**src/rtl/script_tx_arbiter_if.sv**
```systemverilog
// script_tx_arbiter_if: byte stream handshake between the arbiter and the UART transmitter.
interface script_tx_arbiter_if;
    logic       tx_valid;
    logic [7:0] tx_data;
    logic       tx_ready;
    modport master (output tx_valid, tx_data, input tx_ready);
    modport slave  (input tx_valid, tx_data, output tx_ready);
endinterface

```
**src/rtl/script_tx_arbiter.sv**
```systemverilog
// script_tx_arbiter: sends changed operate/target/game_state packets as one byte stream,
// fixed priority gs > tg > op, with an enforced inter-byte gap and a periodic target refresh.
module script_tx_arbiter #(
    parameter int GAP_CYCLES     = 16,
    parameter int REFRESH_CYCLES = 1_000_000
) (
    input  logic                       clk,
    input  logic                       res,
    input  logic [7:0]                 data_operate,
    input  logic [7:0]                 data_target,
    input  logic [7:0]                 data_game_state,
    script_tx_arbiter_if.master        tx,
    output logic                       busy
);
    localparam logic [31:0] GAP_LAST = 32'(GAP_CYCLES - 1);
    localparam logic [31:0] REF_LAST = 32'(REFRESH_CYCLES - 1);

    typedef enum logic [1:0] {IDLE, SEND, GAP} state_t;

    state_t      state;
    logic [7:0]  last_op, last_tg, last_gs;
    logic        pend_op, pend_tg, pend_gs;
    logic [31:0] gap_cnt, ref_cnt;
    logic        req_op, req_tg, req_gs;
    logic        grant_op, grant_tg, grant_gs, ref_hit;

    // A live change counts as a request so an idle arbiter grants with one cycle of latency.
    assign req_gs   = pend_gs | (data_game_state != last_gs);
    assign req_tg   = pend_tg | (data_target != last_tg);
    assign req_op   = pend_op | (data_operate != last_op);
    assign grant_gs = (state == IDLE) & req_gs;
    assign grant_tg = (state == IDLE) & req_tg & ~req_gs;
    assign grant_op = (state == IDLE) & req_op & ~req_gs & ~req_tg;
    assign ref_hit  = (REFRESH_CYCLES != 0) && (ref_cnt == REF_LAST);

    always_ff @(posedge clk or posedge res) begin
        if (res) begin
            state       <= IDLE;
            tx.tx_valid <= 1'b0;
            tx.tx_data  <= 8'h00;
            busy        <= 1'b0;
            last_op     <= 8'h00;
            last_tg     <= 8'h00;
            last_gs     <= 8'h00;
            pend_op     <= 1'b0;
            pend_tg     <= 1'b0;
            pend_gs     <= 1'b0;
            gap_cnt     <= '0;
            ref_cnt     <= '0;
        end else begin
            pend_gs <= grant_gs ? 1'b0 : req_gs;
            pend_tg <= (grant_tg ? 1'b0 : req_tg) | ref_hit;
            pend_op <= grant_op ? 1'b0 : req_op;
            ref_cnt <= (ref_hit || REFRESH_CYCLES == 0) ? '0 : ref_cnt + 32'd1;
            if (grant_gs) last_gs <= data_game_state;
            if (grant_tg) last_tg <= data_target;
            if (grant_op) last_op <= data_operate;
            case (state)
                IDLE: if (grant_gs | grant_tg | grant_op) begin
                    tx.tx_data  <= grant_gs ? data_game_state : grant_tg ? data_target : data_operate;
                    tx.tx_valid <= 1'b1;
                    busy        <= 1'b1;
                    state       <= SEND;
                end
                SEND: if (tx.tx_ready) begin
                    tx.tx_valid <= 1'b0;
                    gap_cnt     <= '0;
                    state       <= GAP;
                end
                GAP: if (gap_cnt == GAP_LAST) begin
                    busy  <= 1'b0;
                    state <= IDLE;
                end else begin
                    gap_cnt <= gap_cnt + 32'd1;
                end
                default: state <= IDLE;
            endcase
        end
    end
endmodule
```
**src/flat_wrapper.sv**
```systemverilog
// flat-port wrapper written by rule: the top's interface ports become plain ports
module script_tx_arbiter_flat 
#(
    parameter int GAP_CYCLES     = 16,
    parameter int REFRESH_CYCLES = 1_000_000
)
  (clk, res, data_operate, data_target, data_game_state, busy, tx_tx_valid, tx_tx_data, tx_tx_ready);
  script_tx_arbiter_if tx_i ();
  input  logic clk;
  input  logic res;
  input  logic [7:0] data_operate;
  input  logic [7:0] data_target;
  input  logic [7:0] data_game_state;
  output logic busy;
  output wire logic [$bits(tx_i.tx_valid)-1:0] tx_tx_valid;
  output wire logic [$bits(tx_i.tx_data)-1:0] tx_tx_data;
  input wire logic [$bits(tx_i.tx_ready)-1:0] tx_tx_ready;
  assign tx_tx_valid = tx_i.tx_valid;
  assign tx_tx_data = tx_i.tx_data;
  assign tx_i.tx_ready = tx_tx_ready;
  script_tx_arbiter #(.GAP_CYCLES(GAP_CYCLES), .REFRESH_CYCLES(REFRESH_CYCLES)) u_core (.clk(clk), .res(res), .data_operate(data_operate), .data_target(data_target), .data_game_state(data_game_state), .tx(tx_i), .busy(busy));
endmodule
```
**config.mk**
```make
export PLATFORM = sky130hd
export DESIGN_NAME = script_tx_arbiter_flat
export DESIGN_NICKNAME = d
export VERILOG_FILES = /design/src/rtl/script_tx_arbiter_if.sv /design/src/rtl/script_tx_arbiter.sv /design/src/flat_wrapper.sv
export SDC_FILE = /design/constraint.sdc
export NUM_CORES = 1
export LEC_CHECK = 0
export CORE_ASPECT_RATIO = 0.8
export CORE_MARGIN = 2
export CORE_UTILIZATION = 42
export DETAILED_ROUTE_END_ITERATION = 8
export PLACE_DENSITY = 0.61
export REMOVE_ABC_BUFFERS = 1
export SYNTH_ARGS = -nofsm -noshare
export SYNTH_HDL_FRONTEND = slang
export SYNTH_SLANG_ARGS = --single-unit
```
**constraint.sdc**
```tcl
create_clock -name clk -period 3.5 [get_ports clk]
set_input_delay 0.7 -clock clk [delete_from_list [all_inputs] [get_ports clk]]
set_output_delay 0.7 -clock clk [all_outputs]
set_load 0.01 [all_outputs]
```
---- After elaboration in Yosys (flattened, before gate mapping) ----
Index checks and enable logic that the tools add are counted.
storage, ports and cells
  logic and storage cells ................. 66
  bits in registers ....................... 103
  bits of input ports ..................... 27
  output and inout port bits .............. 10
operators by class
  bitwise gates (word level) .............. 14
  equal/unequal tests ..................... 11
  add/subtract/negate cells ............... 2
  multiplexer cells ....................... 18
  reductions and logical operators ........ 9
operators by type and width
  operator                                          number
  2-to-1 mux 32 bit                                 3
  adder 32 x 1 -> 32 bit (second input constant)    2
  case mux 32 bit (2 select lines)                  1
  == test 32 x 20 -> 1 bit (second input constant)  1
  == test 32 x 4 -> 1 bit (second input constant)   1
  != test 8 bit                                     3
  2-to-1 mux 8 bit                                  2
  AND reduction 3 bit                               4
  bitwise AND 1 bit                                 6
  2-to-1 mux 1 bit                                  6
  2-to-1 mux 2 bit                                  3
  != test 2 bit (second input constant)             3
  bitwise OR 1 bit                                  6
  case mux 2 bit (3 select lines)                   1
  nonzero test 2 bit                                3
  case mux 1 bit (2 select lines)                   2
  == test 2 x 1 -> 1 bit (second input constant)    1
  == test 2 bit (second input constant)             1
  zero test 2 bit                                   1
  != test 2 x 1 -> 1 bit (second input constant)    1
  inverter 1 bit                                    2
  AND reduction 2 bit                               1

---- Logic depth before layout (Yosys ltp) ----
Gate-level depths: netlist of run 1.
  depth after elaboration ................. 8
  depth in mapped cells ................... 8

---- Worst setup path after synthesis of run 1 ----
No wires, ideal clock.
  path kind ............................... input to register
  start ................................... input data_target[6]
  end ..................................... register u_core.last_op[0]
  buffers on the path ..................... 1
  stages on the path ...................... 6
  library setup time ...................... 125 ps
  arrival ................................. 2288 ps
  setup slack ............................. 1087 ps
  cells stage by stage .................... xnor2_1 -> nand3_1 -> or4_1 -> clkbuf_2 -> nor4b_4 -> mux2_2
between the ends
  word-level cells in the longest chain between the ends .. 4
RTL lines
  item                    line                     text
  start: declaration      flat_wrapper.sv:12       input logic [7:0] data_target;
  != test 8 bit           script_tx_arbiter.sv:29  assign req_tg = pend_tg | (data_target != last_tg);
  bitwise OR 1 bit        script_tx_arbiter.sv:29
  inverter 1 bit          script_tx_arbiter.sv:33  assign grant_op = (state == IDLE) & req_op & ~req_gs & ~req_tg;
  bitwise AND 1 bit       script_tx_arbiter.sv:33
  end signal: assignment  script_tx_arbiter.sv:57  if (grant_op) last_op <= data_operate;
  end: declaration        script_tx_arbiter.sv:21  logic [7:0] last_op, last_tg, last_gs;
Every way passes these cells.
A chain may end at the register's enable or synchronous reset.

---- Worst setup path after layout of run 1 ----
  start ................................... input data_target[6]
  end ..................................... register u_core.last_op[2]
Same word-level chain as after synthesis.

==> results of run 1 <==
-- power by group through the flow --
stage	Combinational [uW]	Sequential [uW]	Clock [uW]
after floorplan	394	1470	0
after CTS	700	1450	991
after global placement	686	1470	0
final	693	1450	964
after detailed placement	696	1480	0
after global routing	768	1470	1040
-- final cells by class --
| type | count | share of cell area (%) |
|---|---|---|
| clock buffer | 14 | 4.35 |
| inverter | 11 | 0.721 |
| clock inverter | 2 | 0.247 |
| tap | 152 | 3.13 |
| sequential | 103 | 42.4 |
| timing repair buffer | 47 | 7.50 |
| multi-input combinational | 356 | 41.6 |
-- worst register-to-register path: stages (launching register included) --
cell and delay [ns]:
dfrtp_1 0.38, ha_1 0.22, nor4bb_1 0.24, nand4_1 0.40, o21ai_1 0.76, buf_4 0.31
xor2_1 0.17, nor2_1 0.06
-- sequential cells by signal (all words and copies together) (netlist names) --
register and count:
u_core.tx.tx_valid 1, u_core.ref_cnt 32, u_core.pend_gs 1, u_core.gap_cnt 32, u_core.last_gs 8, u_core.pend_op 1
u_core.state 2, u_core.tx.tx_data 8, u_core.busy 1, u_core.last_op 8, u_core.pend_tg 1, u_core.last_tg 8
-- worst paths after layout --
kind                                          startpoint                            end  cells after the start
setup / recovery                          data_target[6]  u_core.last_op[2]$_DFFE_PP0P_                      6
hold / removal              u_core.ref_cnt[31]$_DFF_PP0_   u_core.ref_cnt[31]$_DFF_PP0_                      1
setup reg to reg           u_core.gap_cnt[0]$_DFFE_PP0P_  u_core.gap_cnt[3]$_DFFE_PP0P_                      7
hold reg to reg             u_core.ref_cnt[31]$_DFF_PP0_   u_core.ref_cnt[31]$_DFF_PP0_                      1
max in group asynchronous                            res  u_core.gap_cnt[9]$_DFFE_PP0P_                      3
min in group asynchronous                            res  u_core.last_tg[5]$_DFFE_PP0P_                      2
-- layout by cell type, fill, tap and decap left out, types with 4 or more instances in the layout --
master	n
nand2_1	26
mux2_2	24
or4_1	15
o21ai_0	13
o21a_1	9
a32o_1	8
o31ai_1	15
nand3b_1	8
a211o_1	8
nor4b_1	4
or3_1	9
nor4_1	11
dfrtp_1	103
nand3_1	19
clkdlybuf4s50_1	36
clkbuf_16	9
nand4_1	17
nor2_1	26
nor3_1	6
buf_4	10
and4_1	11
xor2_1	33
a21oi_1	22
o211ai_1	5
inv_1	10
and3_1	12
xnor2_1	28
-- metrics by stage --
step,hold slack [ns],power (uW)
after floorplan,0.443,1860
after global routing,0.501,3280
final,0.476,3110
after global placement,0.459,2160
after detailed placement,0.473,2170
after CTS,0.481,3150
-- layer usage --
metal  vias up  track usage, %  share of wire [%]
met5         -               0                  0
met4         0            5.90                1.3
met3        13            4.55                3.7
met2        67            25.1                 43
met1      1973            27.5                 52
li1       1900               -                  -
-- logic make-up (layout without fill, tap and decap cells) --
kind of cell / after synthesis / after routing / synth area share (%)
AND/OR/NAND/NOR: 179 / 179 / 20.4
adder cells (fa/ha/maj): 2 / 2 / 0.478
buffers and inverters: 32 / 74 / 2.46
multiplexers: 26 / 26 / 5.55
XOR/XNOR: 61 / 61 / 10.2
AO/OA/AOI/OAI: 88 / 88 / 11.7
flip-flops: 103 / 103 / 49.2
==> results by group, run 1 <==
Floorplanning
  • Full die area: 0.0134 mm2
  • Boundary Pins: 37
  • Die Span X: 129 um
  • Rows: 36
  • Core area: 0.0122 mm2
  • Starting Density: 43.0%
  • Die Y: 104 um

Synth
  • Mapped cell area: 0.00523 mm2
  • Synth Area per Inst: 10.7 um2
  • Leading area contributor after synthesis: dfrtp_1
  • Synth cell types: 44
  • Synth async-reset ratio: 100%
  • Synth warn: 0
  • Post-synthesis sequential area ratio: 49.2%
  • Most common cell in the netlist: dfrtp_1
  • Synth cell count leaders: dfrtp_1, xor2_1, xnor2_1
  • Top FF cell, synth: dfrtp_1
  • Synthesized flop and latch total: 103
  • Cell count after synthesis: 491
  • Synth area leaders: dfrtp_1, xor2_1, mux2_2
  • Yosys top cell area share: 49.2%
  • Post-synth EDFFs: 0

Global route
  • Initial antenna violation count: 0
  • Global-route usage over all layers: 18.1%
  • Grt total ovfl: 0
  • First-pass GRT wire length: 19,300 um
  • Vias in the first global route: 3,810
  • Largest net degree at the start of global routing: 69

Layout
  • Fillers: 1,084
  • Sequential cell area: 0.00258 mm2
  • Post-route cell area: 0.00607 mm2
  • Nets: 557
  • Share of post-route cells with drive strength above 1: 10.1%
  • P&R area growth vs syn: 16.0%
  • Core Util, Final: 49.9%
  • Final Instance Count excl. Fillers: 685
  • Area taken by multi-input logic gates: 0.00253 mm2
  • Diodes inserted: 0

STA
  • Worst rel slew slack: 48.0%
  • FMAX: 347 MHz
  • Crit share post-route: 82.3%
  • RSZ-0062 raised after global routing: no
  • Period minus WS final: 2.88 ns
  • Final Slew Violations: 0
  • Final-report hold violation count: 0
  • Setup Viol. Count Final: 0
  • Setup Skew: 0.00995 ns
  • Worst setup margin: 0.619 ns
  • Final setup TNS: 0 ns
  • Actual slew at the worst max-slew pin: 0.774 ns

Pwr
  • Maximum VDD drop: 0.000239 V
  • Comb pwr share: 22.3%
  • Flop pwr share: 46.7%
  • Total internal power: 2230 uW
  • Switching Power: 878 uW
  • Switching share of power: 28.2%
  • Power share of the clock group: 31.0%
  • Pwr Density: 512 mW/mm2
  • Leak: 0.00247 uW

Critical path
  • CP bufs+invs: 1
  • Crit end category: flop
  • Crit start category: input pin
  • Worst endpoint required time: 3.74 ns
  • Crit Path Max Fanout: 11
  • Crit path DAT: 3.12 ns
  • CP max-delay cell: or4_1
  • Cell family with most CP delay: simple AND/OR/NAND/NOR gates
  • CP Cell Sequence: clkdlybuf4s50_1 -> xnor2_1 -> nand3_1 -> or4_1 -> nor4b_4 -> mux2_2
  • WS Path Type: input pin to flop
  • R2R setup slack: 0.84 ns
  • Crit-path max cell delay: 0.69 ns

Clock tree
  • # H-tree levels: 3
  • Max clock buf depth: 2
  • CTS root buf: clkbuf_16
  • PostCTS Resize Cnt: 0
  • CTS tree: yes
  • Clock-pin slew on the worst setup and hold paths: 0.07 ns
  • Worst-Skew Late Latency: 0.35 ns
  • Hold Buf Count CTS: 0
  • Clk sinks: 103
  • Post-CTS setup buffers: 0
  • CTS buffer count: 9

Placement
  • GPL Wtd Cong: 0.798
  • Post-DP HPWL: 7940 um
  • Placed cell count: 669
  • Post-placement cell area: 0.00579 mm2
  • Pre-CTS WS: 0.256 ns
  • Port bufs: 36

Outcome
  • Status: finished clean

Job
  • Max cap viols: 0

Routing
  • Wire per inst: 16.7 um
  • Vias post-DR: 3,953
  • DR iter-0 viols: 242
  • DRT antenna net count: 0
  • TritonRoute pass-1 iters: 4
  • Vias/cell: 5.77
  • Drt total wl: 11,400 um
  • Residual DRC: 0

Min path
  • Worst hold path type: flop to flop
Note: power is estimated with default switching activity, not from simulation.
==> run 2, diff against run 1 <==
==> constraint.sdc (replaced) <==
create_clock -name clk -period 2.4 [get_ports clk]
set_input_delay 0.48 -clock clk [delete_from_list [all_inputs] [get_ports clk]]
set_output_delay 0.48 -clock clk [all_outputs]
set_load 0.01 [all_outputs]
==> results by group, run 2 (synthesis gave the netlist of run 1 again) <==
Clock tree
  • CTS buffer count: 9 (unchanged)
  • CTS tree: yes (unchanged)
  • # H-tree levels: 3 (unchanged)
  • Clk sinks: 103 (unchanged)
  • Post-CTS setup buffers: 0 (unchanged)
  • Clock-pin slew on the worst setup and hold paths: 0.07 ns (about the same)
  • Max clock buf depth: 2 (unchanged)
  • CTS root buf: clkbuf_16 (unchanged)
  • Worst-Skew Late Latency: 0.34 ns (was 0.35 ns)

STA
  • Crit share post-route: 96.4%
  • Final Slew Violations: 0 (unchanged)
  • Setup Viol. Count Final: 0 (unchanged)
  • Final-report hold violation count: 0 (unchanged)
  • FMAX: 432 MHz
  • Setup Skew: 0.00664 ns (was 0.00995 ns)
  • Worst rel slew slack: 63.6% (was 48.0%)
  • Period minus WS final: 2.31 ns
  • Final setup TNS: 0 ns (unchanged)
  • Actual slew at the worst max-slew pin: 0.545 ns (was 0.774 ns)

Critical path
  • CP max-delay cell: or4_4 (was or4_1)
  • Crit start category: input pin (unchanged)
  • WS Path Type: input pin to flop (unchanged)
  • Crit end category: flop (unchanged)
  • Worst endpoint required time: 2.63 ns (was 3.74 ns)
  • Crit-path max cell delay: 0.53 ns (was 0.69 ns)
  • Crit path DAT: 2.54 ns (was 3.12 ns)
  • Crit Path Max Fanout: 8 (was 11)
  • CP Cell Sequence: clkdlybuf4s50_1 -> xnor2_1 -> nand3_1 -> or4_4 -> nor4b_4 -> buf_6 -> mux2_2 (was clkdlybuf4s50_1 -> xnor2_1 -> nand3_1 -> or4_1 -> nor4b_4 -> mux2_2)

Outcome
  • Status: finished clean (unchanged)

Routing
  • Wire per inst: 16.5 um (was 16.7 um)
  • Vias/cell: 5.68 (was 5.77)
  • Vias post-DR: 4,087 (was 3,953)
  • DR iter-0 viols: 310 (was 242)
  • TritonRoute pass-1 iters: 5 (was 4)
  • DRT antenna net count: 0 (unchanged)
  • Drt total wl: 11,900 um (was 11,400 um)
  • Residual DRC: 0 (unchanged)

Layout
  • Fillers: 1,081 (was 1,084)
  • Nets: 593 (was 557)
  • Commonest cells after routing, fill and taps aside: dfrtp_1, buf_4, clkdlybuf4s50_1 (was dfrtp_1, clkdlybuf4s50_1, xor2_1)
  • Top flop regs: u_core.gap_cnt (32), u_core.ref_cnt (32) (unchanged)
  • P&R area growth vs syn: 21.9% (was 16.0%)
  • Share of post-route cells with drive strength above 1: 16.4% (was 10.1%)
  • Diodes inserted: 0 (unchanged)
  • Commonest non-fill, non-tap cell in the layout: dfrtp_1 (unchanged)
  • Post-route cell area: 0.00638 mm2 (was 0.00607 mm2)

Floorplanning
  • Boundary Pins: 37 (unchanged)
  • Core area: 0.0122 mm2 (unchanged)
  • Full die area: 0.0134 mm2 (unchanged)
  • Die Span X: 129 um (unchanged)
  • Die Y: 104 um (unchanged)
  • Rows: 36 (unchanged)
  • Starting Density: 43.0% (unchanged)

Global route
  • Grt total ovfl: 0 (unchanged)
  • Initial antenna violation count: 0 (unchanged)
  • First-pass GRT wire length: 20,000 um (was 19,300 um)
  • Global-route usage over all layers: 18.5% (was 18.1%)
  • Vias in the first global route: 3,976 (was 3,810)
  • Largest net degree at the start of global routing: 41 (was 69)

Placement
  • GPL Wtd Cong: 0.807 (was 0.798)
  • Port bufs: 36 (unchanged)
  • Post-DP HPWL: 8460 um (was 7940 um)
  • Post-placement cell area: 0.00608 mm2 (was 0.00579 mm2)

Pwr
  • Maximum VDD drop: 0.000380 V (was 0.000239 V)
  • PnR Total Power: 4650 uW (was 3110 uW)
  • Total internal power: 3370 uW (was 2230 uW)
  • Flop pwr share: 45.6% (was 46.7%)
  • Switching Power: 1280 uW (was 878 uW)
  • Power share of the clock group: 31.0% (about the same)
  • Switching share of power: 27.5% (was 28.2%)
  • Leak: 0.00266 uW (was 0.00247 uW)
  • Pwr Density: 729 mW/mm2 (was 512 mW/mm2)
  • Comb pwr share: 23.4% (was 22.3%)

Job
  • Max cap viols: 0 (unchanged)

Min path
  • Worst hold path type: flop to flop (unchanged)
[run 2: power groups by stage]
| stage | clock, uW | sequential, uW | combinational [uW] |
|---|---|---|---|
| after floorplan | 0 | 2140 | 575 |
| after global placement | 0 | 2140 | 1060 |
| after detailed placement | 0 | 2150 | 1090 |
| after CTS | 1480 | 2120 | 1090 |
| after global routing | 1540 | 2140 | 1190 |
| final | 1440 | 2120 | 1090 |
[run 2: critical path: cells and delay by family]
kind / cells / cell delay, ns
XOR/XNOR: 1 / 0.13
buffers and inverters: 2 / 0.68
multiplexers: 1 / 0.34
AND/OR/NAND/NOR: 3 / 0.89
[run 2: repair_timing]
action / 4_1_cts / 5_1_grt
gates resized for setup: 0 / 3
endpoints found under the setup margin: 0 / 18
hold endpoints to repair: 0 / 0
hold buffers: 0 / 0
[run 2: per-layer routing]
layer	up-vias	share of wire (%)	track usage (%)	wire length, um
met4	0	1.1	4.43	125
met3	12	3.8	4.03	457
met2	79	45	27.1	5380
met1	2022	50	28.0	5920
li1	1974	-	-	-
met5	-	0	0	0
[run 2: worst paths after layout]
| kind | cells after the start | start | slack [ns] | to |
|---|---|---|---|---|
| max in group asynchronous | 3 | res | 1.29 | u_core.last_op[2]$_DFFE_PP0P_ |
| worst max register to register | 8 | u_core.gap_cnt[0]$_DFFE_PP0P_ | 0.27 | u_core.gap_cnt[20]$_DFFE_PP0P_ |
| worst max-delay path | 7 | data_target[7] | 0.09 | u_core.last_op[6]$_DFFE_PP0P_ |
| worst min-delay path | 1 | u_core.ref_cnt[31]$_DFF_PP0_ | 0.48 | u_core.ref_cnt[31]$_DFF_PP0_ |
| min in group asynchronous | 2 | res | 0.55 | u_core.last_tg[0]$_DFFE_PP0P_ |
| worst min register to register | 1 | u_core.ref_cnt[31]$_DFF_PP0_ | 0.48 | u_core.ref_cnt[31]$_DFF_PP0_ |
[run 2: cell type report]
| class | count | area [um2] | area share (%) |
|---|---|---|---|
| clock inverters | 4 | 47.5 | 0.746 |
| inverters | 11 | 43.8 | 0.687 |
| flip-flops and latches | 103 | 2580 | 40.4 |
| repair buffers | 83 | 742 | 11.6 |
| multi-input cells | 356 | 2540 | 39.8 |
| clock buffers | 10 | 239 | 3.75 |
| well taps | 152 | 190 | 2.98 |
[run 2: metrics by stage]
step,hold WS [ns],setup slack [ns],instances,utilization (%)
after floorplan,0.443,-0.784,470,-
after global placement,0.460,-0.277,705,50.0
after detailed placement,0.471,-0.354,705,50.0
after CTS,0.480,0.00704,719,52.3
after global routing,0.501,-0.00380,719,52.4
final,0.480,0.0872,719,52.4
